File: src/rtl/uart_pkg.sv
// -----------------------------------------------------------------------------
// uart_pkg
// Shared constants and helpers for the UART core.
//   UART_DATA_W            : width of a UART character (bits)
//   TX_FIFO_DEPTH_DEFAULT  : default number of entries in the TX FIFO
//   clog2()                : ceiling log2, used to derive pointer widths
// -----------------------------------------------------------------------------
package uart_pkg;

  localparam int UART_DATA_W           = 8;
  localparam int TX_FIFO_DEPTH_DEFAULT = 16;

  // Smallest n with 2**n >= value. Only ever evaluated at elaboration time.
  function automatic int clog2(input int value);
    int result;
    result = 0;
    while ((1 << result) < value) begin
      result++;
    end
    return result;
  endfunction

endpackage : uart_pkg

File: src/rtl/uart_fifo_ram.sv
// -----------------------------------------------------------------------------
// uart_fifo_ram
// DEPTH x UART_DATA_W storage for the TX FIFO: one write port and one
// synchronous read port whose output register doubles as the FIFO's dout.
//   clk      in   clock
//   reset_n  in   async active-low reset (read register only)
//   we_i     in   write enable
//   waddr_i  in   write address
//   wdata_i  in   write data
//   re_i     in   read enable (accepted pop)
//   raddr_i  in   read address
//   rdata_o  out  read register, holds until the next read
// -----------------------------------------------------------------------------
module uart_fifo_ram
  import uart_pkg::*;
#(
  parameter int DEPTH = TX_FIFO_DEPTH_DEFAULT,
  parameter int AW    = clog2(DEPTH)
) (
  input  logic                   clk,
  input  logic                   reset_n,
  input  logic                   we_i,
  input  logic [AW-1:0]          waddr_i,
  input  logic [UART_DATA_W-1:0] wdata_i,
  input  logic                   re_i,
  input  logic [AW-1:0]          raddr_i,
  output logic [UART_DATA_W-1:0] rdata_o
);

  logic [UART_DATA_W-1:0] mem_q [DEPTH];
  logic [UART_DATA_W-1:0] rdata_q;

  // NOTE: the array has no reset so it can map onto RAM or a plain register
  // file; it lives in its own always_ff, apart from the reset read register.
  always_ff @(posedge clk) begin
    if (we_i) begin
      mem_q[waddr_i] <= wdata_i;
    end
  end

  // NOTE: sequential state is assigned with <= so every flop samples the
  // values from before the edge, independent of statement order.
  always_ff @(posedge clk or negedge reset_n) begin
    if (!reset_n) begin
      rdata_q <= '0;
    end else if (re_i) begin
      rdata_q <= mem_q[raddr_i];
    end
  end

  assign rdata_o = rdata_q;

endmodule : uart_fifo_ram

File: src/rtl/uart_tx_fifo.sv
// -----------------------------------------------------------------------------
// uart_tx_fifo
// Byte FIFO between the APB TX data register and the UART transmitter.
//   clk           in   system clock
//   reset_n       in   async active-low reset
//   flush         in   synchronous clear of pointers/count (dout, overflow kept)
//   wr_en         in   push strobe
//   wr_data       in   byte to push
//   fifo_read_n   in   active-low pop strobe from the transmitter
//   dout          out  last popped byte, held until the next accepted pop
//   fifo_empty    out  no entries stored
//   fifo_full     out  DEPTH entries stored
//   level         out  entry count 0..DEPTH
//   overflow      out  sticky: push attempted while full without a pop
//   clr_overflow  in   clears overflow (a same-cycle new overflow wins)
// -----------------------------------------------------------------------------
module uart_tx_fifo
  import uart_pkg::*;
#(
  parameter  int DEPTH = TX_FIFO_DEPTH_DEFAULT,
  localparam int AW    = clog2(DEPTH)
) (
  input  logic                   clk,
  input  logic                   reset_n,
  input  logic                   flush,
  input  logic                   wr_en,
  input  logic [UART_DATA_W-1:0] wr_data,
  input  logic                   fifo_read_n,
  output logic [UART_DATA_W-1:0] dout,
  output logic                   fifo_empty,
  output logic                   fifo_full,
  output logic [AW:0]            level,
  output logic                   overflow,
  input  logic                   clr_overflow
);

  localparam logic [AW:0] CNT_FULL = (AW + 1)'(DEPTH);

  logic [AW-1:0] wp_q, wp_d;
  logic [AW-1:0] rp_q, rp_d;
  logic [AW:0]   cnt_q, cnt_d;
  logic          ovf_q, ovf_d;
  logic          push_ok, pop_ok, ovf_set;

  // Accept logic. Emptiness is judged from the count before this cycle's
  // write, so a push into an empty FIFO never races a same-cycle read of the
  // same address.
  // NOTE: every signal driven here gets a default first, so no path can
  // leave one unassigned and infer a latch.
  always_comb begin
    pop_ok  = 1'b0;
    push_ok = 1'b0;
    ovf_set = 1'b0;
    wp_d    = wp_q;
    rp_d    = rp_q;
    cnt_d   = cnt_q;
    ovf_d   = ovf_q;

    if (flush) begin
      wp_d  = '0;
      rp_d  = '0;
      cnt_d = '0;
    end else begin
      pop_ok  = !fifo_read_n && (cnt_q != '0);
      push_ok = wr_en && ((cnt_q != CNT_FULL) || pop_ok);
      ovf_set = wr_en && !push_ok;

      if (push_ok) wp_d = wp_q + AW'(1);
      if (pop_ok)  rp_d = rp_q + AW'(1);

      unique case ({push_ok, pop_ok})
        2'b10:   cnt_d = cnt_q + (AW + 1)'(1);
        2'b01:   cnt_d = cnt_q - (AW + 1)'(1);
        default: cnt_d = cnt_q;
      endcase
    end

    if (ovf_set) begin
      ovf_d = 1'b1;
    end else if (clr_overflow) begin
      ovf_d = 1'b0;
    end
  end

  always_ff @(posedge clk or negedge reset_n) begin
    if (!reset_n) begin
      wp_q  <= '0;
      rp_q  <= '0;
      cnt_q <= '0;
      ovf_q <= 1'b0;
    end else begin
      wp_q  <= wp_d;
      rp_q  <= rp_d;
      cnt_q <= cnt_d;
      ovf_q <= ovf_d;
    end
  end

  uart_fifo_ram #(
    .DEPTH (DEPTH),
    .AW    (AW)
  ) u_ram (
    .clk     (clk),
    .reset_n (reset_n),
    .we_i    (push_ok),
    .waddr_i (wp_q),
    .wdata_i (wr_data),
    .re_i    (pop_ok),
    .raddr_i (rp_q),
    .rdata_o (dout)
  );

  // Status flags decode straight from the count register.
  assign fifo_empty = (cnt_q == '0);
  assign fifo_full  = (cnt_q == CNT_FULL);
  assign level      = cnt_q;
  assign overflow   = ovf_q;

endmodule : uart_tx_fifo
File: config.mk
export PLATFORM = sky130hd
export DESIGN_NAME = uart_tx_fifo
export DESIGN_NICKNAME = d
export VERILOG_FILES = /design/src/rtl/uart_pkg.sv /design/src/rtl/uart_fifo_ram.sv /design/src/rtl/uart_tx_fifo.sv
export SDC_FILE = /design/constraint.sdc
export NUM_CORES = 1
export LEC_CHECK = 0
export CORE_ASPECT_RATIO = 1.25
export CORE_MARGIN = 2
export CORE_UTILIZATION = 45
export CTS_CLUSTER_DIAMETER = 60
export DETAILED_ROUTE_END_ITERATION = 6
export GPL_ROUTABILITY_DRIVEN = 0
export SETUP_SLACK_MARGIN = 0.3
export SKIP_LAST_GASP = 1
export SLEW_MARGIN = 20
export SYNTH_ARGS = -nofsm -noshare
export SYNTH_HDL_FRONTEND = slang
export SYNTH_SLANG_ARGS = --single-unit
File: constraint.sdc
create_clock -name clk -period 4.36 [get_ports clk]
set_input_delay 0.436 -clock clk [delete_from_list [all_inputs] [get_ports clk]]
set_output_delay 0.436 -clock clk [all_outputs]
set_load 0.05 [all_outputs]
==> results.toml <==
[run_status]
status = "finished, final reports clean"

[worst_setup_path]
cp_max_fo = 6
crit_type = "reg2out"
required_ns = 3.92
worstReg2RegEnd = "level[4]$_DFFE_PN0P_"
reg2reg_slack_ns = 1.66
reg2regPathDepth = 9
cp-end-kind = "output port"
startpoint_type = "flip-flop"
worstPathArrival_ns = 2.47
r2r-start = "level[1]$_DFFE_PN0P_"

[timing]
maxSlewViolCount = 0
fin_tns_setup_ns = 0
fin_crit_sh = 0.666
rsz0062_at_grt = "no"
worstMarginPinSlew_ns = 1.15
final-hold-violation-count = 0
setup_ws_ns = 1.46
setup_viol = 0
skew_ns = 0.00968
max_freq_ghz = 0.344
slew_headroom = 0.235
min_period_ns = 2.90

[synth]
synth_top_cell_by_area = "edfxtp_1"
yosysWarnings = 0
async_flop_share = 0.147
synthFlopType = "edfxtp_1"
synth_nets = 359
synth.area.top_cells = "edfxtp_1 62%, mux4_2 12%, dfrtp_1 8.9%, mux2i_1 2.6%, o221ai_2 1.9%"
yosysSeqAreaShare = 0.713
synth_area_um2 = 6160
syn_inst = 336
synth_edf_count = 128
synthDistinctLibCells = 35
avgSynthCellArea_um2 = 18.3
ys_ff_latch = 150
synth_top_area_frac = 0.624

[cts]
clk_pin_slew_ns = 0.06
clkLatencyLatePin_ns = 0.41
cts_resized = 0
htree_levels = 4
root_buffer = "clkbuf_16"
cts_num_sinks = 150
cts_tree = "built"
cts_buffers = 17
cts_setup_buffers = 0
cts_hold_buf = 0
cts_buffer_depth = 2

[route]
via_per_inst = 5.48
drt_first_iter_violations = 183
wl_per_cell_um = 22.4
drc_errors = 0
routed_wl_um = 12500
antenna_left = 0
dr_total_vias = 3053
drtPass1Iterations = 5

[layout]
final_cell_mix = "128 x edfxtp_1, 32 x mux4_2, 28 x clkdlybuf4s50_1"
drive_gt1_frac = 0.218
antenna_cells = 0
syn_to_final_growth_pct = 17.8
final_common_cell = "edfxtp_1"
final_nets = 396

[power_and_ir_drop]
p_total_mw = 4.09
p_per_area_nw_per_um2 = 564
leakage_nw = 2.37
ir_drop_mv = 0.400

[floorplanning]
boundaryPins = 30
die_area_um2 = 14600
die_y_um = 135
initial_core_util = 0.464
core_area_um2 = 13300
rows = 47
fp.dieW_um = 109

[min_path]
hold_path_class = "in2async"

[grt]
grt_overflow = 0
antenna_found_initial = 0
grt_pass1_vias = 3271
grt_pass1_wl_um = 19300
grt_usage = 0.186
grt_max_degree = 24

[placed_design]
place_ws_ns = 1.27
hpwl_um = 8170
portBuffers = 29

[flow_run]
max_cap_violations = 0
-- registers in the layout, summed over array words and instances, names as in the netlist --
name,flops
u_ram.rdata_o,8
rp_q,4
level,5
overflow,1
u_ram.mem_q,128
wp_q,4
-- kinds of logic (layout without fill, tap and decap cells) --
group           after synthesis  count (layout)  share of synthesized area
fa+ha+maj                     9               9                     0.0195
xor+xnor                     10              10                     0.0142
compound gates               21              21                     0.0362
buf+inv                      26              76                     0.0187
flops                       150             150                      0.713
simple gates                 72              72                     0.0552
mux                          48              48                      0.143
-- worst max-delay path, stage by stage (launching register included) --
cell	delay, ns
dfrtp_1	0.46
or4_1	0.63
nor2_1	0.15
clkdlybuf4s50_1	0.82
-- worst max path at each step --
stage	startpoint	to	slack, ns	cells past startpoint
global placement	fifo_read_n	u_ram.mem_q[10][2]$_DFFE_PP_	1.35	5
floorplan	level[1]$_DFFE_PN0P_	level[4]$_DFFE_PN0P_	1.69	9
detailed placement	fifo_read_n	u_ram.mem_q[6][2]$_DFFE_PP_	1.27	5
CTS	level[1]$_DFFE_PN0P_	fifo_empty	1.42	3
finish	level[1]$_DFFE_PN0P_	fifo_empty	1.46	3
global route	level[0]$_DFFE_PN0P_	fifo_empty	1.37	3
-- Yosys cell counts (2+ instances only) --
cell,n
ha_1,8
nand2b_1,4
or4_1,2
nand2_1,25
mux2i_1,16
o221ai_2,8
nor2_1,23
nand3b_1,2
clkbuf_1,8
edfxtp_1,128
xnor2_1,3
xor2_1,7
nor3_1,4
nand3_1,5
inv_1,7
o31ai_1,3
buf_2,8
a21oi_1,4
dfrtp_1,22
buf_4,2
or3_1,2
mux4_2,32
-- power by group --
part | internal [mW] | switching, mW
logic | 0.302 | 0.511
registers | 1.64 | 0.109
clock network | 0.964 | 0.569
-- stage by stage --
step                 util  hold slack, ns  instance area [um^2]  cells
global placement    0.499           0.483                  6630    525
floorplan               -           0.140                  6160    336
finish              0.546         0.00491                  7260    557
CTS                 0.546          0.0148                  7260    557
detailed placement  0.499           0.455                  6630    525
global route        0.546          0.0384                  7260    557
-- routing by layer --
metal	share of wire	up-vias	track usage
met2	0.50	85	0.300
met5	0	-	0
li1	-	1392	-
met3	0.044	14	0.0362
met1	0.44	1562	0.249
met4	0.023	0	0.0762
-- area by class of cell --
cell class              count  area [um^2]
clock inverters            14          201
multi-input cells         160         1650
repair buffers             36          338
fillers                  1017         6030
clock buffers              18          429
well taps                 171          214
flip-flops and latches    150         4400
inverters                   8         30.0
No activity file was read; power rests on OpenSTA's default activity.
